==> src/rtl/insmem_loader_pkg.sv <==
// Shared types and sizing constants for the instruction-memory loader.
package insmem_loader_pkg;

  typedef enum logic [2:0] {
    IDLE,
    LEN_HI,
    LEN_LO,
    DATA,
    CSUM,
    DONE,
    ERR
  } state_t;

  localparam int MAX_WORDS = 256;
  localparam int CNT_W     = 18;

endpackage

==> src/rtl/xor_checksum.sv <==
// 8-bit XOR accumulator with synchronous clear/enable and an equality flag.
module xor_checksum (
  input  logic       clk,
  input  logic       rst,
  input  logic       clr,
  input  logic       en,
  input  logic [7:0] din,
  input  logic [7:0] cmp,
  output logic [7:0] acc,
  output logic       match
);

  always_ff @(posedge clk or posedge rst) begin
    if (rst) begin
      acc <= 8'h00;
    end else if (clr) begin
      acc <= 8'h00;
    end else if (en) begin
      acc <= acc ^ din;
    end
  end

  assign match = (acc == cmp);

endmodule

==> src/rtl/insmem_loader.sv <==
// Loads a framed byte stream (word count, payload, XOR checksum) into instruction
// memory and holds the CPU until a frame completes with a good checksum.
//
// state  | meaning
// IDLE   | after reset, waiting for start
// LEN_HI | taking word-count high byte
// LEN_LO | taking word-count low byte, length check
// DATA   | taking 4*len payload bytes, one write each
// CSUM   | taking checksum byte
// DONE   | image good, CPU released
// ERR    | frame rejected, CPU held
module insmem_loader
  import insmem_loader_pkg::*;
#(
  parameter int ADDR_W    = 10,
  parameter int MEM_BYTES = 4 * MAX_WORDS
) (
  input  logic              CLK,
  input  logic              RST,
  input  logic              start,
  input  logic              in_valid,
  input  logic [7:0]        in_data,
  output logic              in_ready,
  output logic              mem_we,
  output logic [ADDR_W-1:0] mem_addr,
  output logic [7:0]        mem_wdata,
  output logic              cpu_hold,
  output logic              done,
  output logic              err
);

  localparam int                max_words = MEM_BYTES / 4;
  localparam logic [CNT_W-1:0]  cnt_one   = 1;
  localparam logic [ADDR_W-1:0] addr_one  = 1;

  state_t            state, state_nxt;
  logic [7:0]        len_hi;
  logic [15:0]       len;
  logic [15:0]       len_rx;
  logic [CNT_W-1:0]  byte_cnt;
  logic [ADDR_W-1:0] addr_cnt;
  logic              take;
  logic              clr;
  logic              take_data;
  logic              last_byte;
  logic              len_bad;
  logic              csum_ok;
  logic [7:0]        csum_acc;

  assign len_rx    = {len_hi, in_data};
  assign in_ready  = (state == LEN_HI) || (state == LEN_LO) ||
                     (state == DATA)   || (state == CSUM);
  assign take      = in_valid && in_ready;
  assign take_data = take && (state == DATA);
  assign clr       = start && ((state == IDLE) || (state == DONE) || (state == ERR));
  assign last_byte = ((byte_cnt + cnt_one) == {len, 2'b00});
  assign len_bad   = (len_rx == 16'd0) || (int'(len_rx) > max_words);

  assign cpu_hold = (state != DONE);
  assign done     = (state == DONE);
  assign err      = (state == ERR);

  always_ff @(posedge CLK or posedge RST) begin
    if (RST) begin
      state <= IDLE;
    end else begin
      state <= state_nxt;
    end
  end

  always_comb begin
    state_nxt = state;
    case (state)
      IDLE:   if (clr) state_nxt = LEN_HI;
      LEN_HI: if (take) state_nxt = LEN_LO;
      LEN_LO: if (take) state_nxt = len_bad ? ERR : DATA;
      DATA:   if (take && last_byte) state_nxt = CSUM;
      CSUM:   if (take) state_nxt = csum_ok ? DONE : ERR;
      DONE:   if (clr) state_nxt = LEN_HI;
      ERR:    if (clr) state_nxt = LEN_HI;
      default: state_nxt = IDLE;
    endcase
  end

  always_ff @(posedge CLK or posedge RST) begin
    if (RST) begin
      len_hi   <= 8'h00;
      len      <= 16'h0000;
      byte_cnt <= '0;
      addr_cnt <= '0;
    end else begin
      if (take && (state == LEN_HI)) len_hi <= in_data;
      if (take && (state == LEN_LO)) len <= len_rx;
      if (clr) begin
        byte_cnt <= '0;
        addr_cnt <= '0;
      end else if (take_data) begin
        byte_cnt <= byte_cnt + cnt_one;
        addr_cnt <= addr_cnt + addr_one;
      end
    end
  end

  // Write port is registered so each accepted byte is written the following cycle.
  always_ff @(posedge CLK or posedge RST) begin
    if (RST) begin
      mem_we    <= 1'b0;
      mem_addr  <= '0;
      mem_wdata <= 8'h00;
    end else begin
      mem_we <= take_data;
      if (take_data) begin
        mem_addr  <= addr_cnt;
        mem_wdata <= in_data;
      end
    end
  end

  xor_checksum u_csum (
    .clk   (CLK),
    .rst   (RST),
    .clr   (clr),
    .en    (take_data),
    .din   (in_data),
    .cmp   (in_data),
    .acc   (csum_acc),
    .match (csum_ok)
  );

endmodule

==> config.mk <==
export PLATFORM = sky130hd
export DESIGN_NAME = insmem_loader
export DESIGN_NICKNAME = d
export VERILOG_FILES = /design/src/rtl/insmem_loader_pkg.sv /design/src/rtl/xor_checksum.sv /design/src/rtl/insmem_loader.sv
export SDC_FILE = /design/constraint.sdc
export NUM_CORES = 1
export LEC_CHECK = 0
export CELL_PAD_IN_SITES_DETAIL_PLACEMENT = 0
export CELL_PAD_IN_SITES_GLOBAL_PLACEMENT = 1
export CORE_MARGIN = 4
export CORE_UTILIZATION = 45
export DETAILED_ROUTE_END_ITERATION = 10
export HOLD_SLACK_MARGIN = 0.08
export PLACE_DENSITY = 0.78
export SYNTH_ARGS = -nofsm -noshare
export SYNTH_HDL_FRONTEND = slang
export SYNTH_HIERARCHICAL = 1
export SYNTH_SLANG_ARGS = --single-unit
==> constraint.sdc <==
create_clock -name CLK -period 3 [get_ports CLK]
set_input_delay 0.75 -clock CLK [delete_from_list [all_inputs] [get_ports CLK]]
set_output_delay 0.75 -clock CLK [all_outputs]
set_load 0.005 [all_outputs]
==> impl_metrics.csv <==
group,metric,value,unit
yosys,syn_inst,479,
setup_path,path_class,"flip-flop to output pin",
clock_network,cts.htree.levels,3,
detailed_routing,first_pass_iters,4,
global_route,grt_usage,0.198,
yosys,synth_nets,494,
floorplan,num_rows,36,
setup_path,path_delay_family,"buffers and inverters",
setup_path,cp_cell_sequence,"inv_2 -> nor3b_1 -> clkdlybuf4s50_1",
timing,final-hold-violation-count,0,
place,portBuffers,34,
place,place_area,4960,µm²
yosys,yosysUniqueCellTypes,65,
clock_network,clkLatencyLatePin,0.36,ns
place,dp_cells,630,
detailed_routing,vias_per_cell,5.48,
timing,timing.final.crit_share,0.894,
detailed_routing,antenna_left,0,
detailed_routing,drt_iter0_drc,207,
clock_network,cts_tree,"built",
setup_path,rr_startpoint,"byte_cnt[0]",
setup_path,cp-end-kind,"output pin",
layout,layout.nets,523,
clock_network,numCtsBuffers,9,
detailed_routing,dr_total_vias,3540,
pwr,p_leak,2.21,nW
yosys,syn_area_per_cell,9.39,µm²
clock_network,cts_hold_buf,0,
layout,layout-drive-gt1-share,0.133,
status,status,"completed",
setup_path,cp-start-kind,"flip-flop",
yosys,ys_ff_latch,82,
floorplan,fp.dieArea,11700,µm²
setup_path,critical_path.max_fanout,11,
timing,tightestPinTransition,0.754,ns
floorplan,io-pin-count,35,
layout,layout_commonest_cell,"nand2_1",
timing,setup_tns,0,ns
timing,drv_slew,0,
detailed_routing,routedWlPerCell,16.5,µm
pwr,cellPowerDensity,829,nW/µm²
layout,num_antenna_cells,0,
global_route,antenna_found_initial,0,
global_route,grt_first_pass_wirelength,18200,µm
hold_path,min_path_type,"flip-flop to flip-flop",
setup_path,arrival,1.93,ns
floorplan,die-width,108,µm
place,hpwl,7420,µm
setup_path,crit_cells,3,
clock_network,post_cts_resized,0,
global_route,grt_overflow,0,
clock_network,clockRootBuffer,"clkbuf_8",
layout,final_core_util,0.529,
layout,design_area,5170,µm²
floorplan,die_y,108,µm
global_route,grt_pass1_vias,3626,
yosys,async_reset_ff_frac,1.00,
yosys,yosysSeqAreaShare,0.456,
setup_path,critPathSlowestCell,"dfrtp_1",
clock_network,cts_setup_buffers,0,
setup_path,critPathLaunch,"state[2]",
global_route,grt_max_degree,52,
setup_path,cp_slowest_stage_delay,0.58,ns
detailed_routing,drt-total-wl,10700,µm
timing,min_period,2.68,ns
setup_path,critPathBufInv,2,
yosys,synth-edff-count,0,
detailed_routing,drc,0,
layout,area_delta_synth_final,14.9,%
timing,max_freq,0.373,GHz
setup_path,cp-endpoint,"err",
setup_path,worst-r2r-cell-count,7,
floorplan,initial_utilization,0.460,
clock_network,clockBufferDepth,2,
floorplan,coreArea,9770,µm²
yosys,ys.flop_type,"dfrtp_1",
yosys,synth.cell_area,4500,µm²
clock_network,path_clk_slew,0.10,ns
timing,setup_viol,0,
clock_network,cts_sinks,82,
layout,nFillCells,929,
job,maxCapViolCount,0,
timing,max-slew-margin-rel,0.495,
layout,finalNonFillerCells,646,
timing,grt_setup_unrepaired,"false",
setup_path,r2r_end,"state[2]",
setup_path,critPathRequiredTime,2.25,ns
layout,mostFrequentLayoutCells,"91 x nand2_1, 82 x dfrtp_1, 37 x nor2_1",
setup_path,rrSetupSlack,0.39,ns
place,gp_congestion,0.856,
timing,clock-skew-final,0.0119,ns
yosys,ys_warn_count,6,
pwr,irDropWorstVdd,0.396,mV
sequential cells by signal, indices dropped and copies added, names as in the netlist:
signal and flops:
mem_we 1, mem_addr 10, byte_cnt 18, u_csum/acc 8, addr_cnt 10, len_hi 8, len 16, mem_wdata 8
state 3
synth_stat cells, types with 5 or more instances:
cell type	instances	area share
xor2_1	20	0.039
or3_1	6	0.0083
a21oi_1	14	0.016
mux2_2	23	0.058
inv_1	5	0.0042
buf_2	8	0.0089
nor2_1	37	0.031
nor3_1	8	0.0089
o21ai_0	29	0.032
nand2_1	91	0.076
xnor2_1	25	0.049
nand3_1	10	0.011
nor4_1	7	0.0097
clkbuf_1	13	0.011
o31ai_1	8	0.013
nand4_1	10	0.014
dfrtp_1	82	0.46
worst register-to-register path: stages (launching register included):
cell	delay, ns
dfrtp_1	0.49
ha_1	0.44
nand4_2	0.25
a2111oi_0	0.44
o31ai_1	0.14
and3_1	0.21
nor4_2	0.38
o211a_1	0.21
worst min path at each step:
stage,startpoint,to,slack [ns],depth (start not counted)
3_3_place_gp,mem_wdata[1],mem_wdata[1],0.46,2
2_1_floorplan,addr_cnt[9],mem_addr[9],0.46,2
6_report,mem_addr[1],mem_addr[1],0.48,2
3_5_place_dp,mem_addr[8],mem_addr[8],0.46,2
4_1_cts,mem_addr[1],mem_addr[1],0.48,2
5_1_grt,mem_wdata[6],mem_wdata[6],0.52,2
power by group:
part	internal (mW)	total [mW]	switching, mW
sequential	1.44	1.84	0.392
combinational	0.810	1.58	0.774
clock	0.409	0.865	0.457
layout make-up:
| class | count | area [µm²] | area share |
|---|---|---|---|
| repair buffers | 47 | 438 | 0.0847 |
| flip-flops and latches | 82 | 2050 | 0.397 |
| clock inverters | 7 | 87.6 | 0.0169 |
| well taps | 133 | 166 | 0.0322 |
| multi-input cells | 360 | 2270 | 0.439 |
| clock buffers | 9 | 124 | 0.0240 |
| inverters | 8 | 30.0 | 0.00581 |
cells by family (layout without fill, tap and decap cells):
kind of cell    count (synthesis)  count (layout)  synth area share
flops                          82              82             0.456
compound gates                 85              85             0.125
fa+ha+maj                       3               3           0.00834
buf+inv                        37              71            0.0392
mux                            24              24            0.0598
xor+xnor                       45              45            0.0876
simple gates                  203             203             0.224
layer usage:
metal  vias to the layer above  GRT usage  share of wire
li1                       1739          -              -
met1                      1714      0.263           0.46
met2                        66      0.326           0.48
met3                        21     0.0376          0.035
met4                         0     0.0640          0.022
met5                         -          0              0
per-stage QoR:
stage / power [mW] / hold WS, ns / setup WS (ns)
2_1_floorplan: 2.89 / 0.460 / 0.368
6_report: 4.29 / 0.480 / 0.317
4_1_cts: 4.32 / 0.484 / 0.320
5_1_grt: 4.60 / 0.516 / 0.166
3_3_place_gp: 3.40 / 0.460 / 0.217
3_5_place_dp: 3.43 / 0.461 / 0.140
Power figures use the tool's default switching activity.
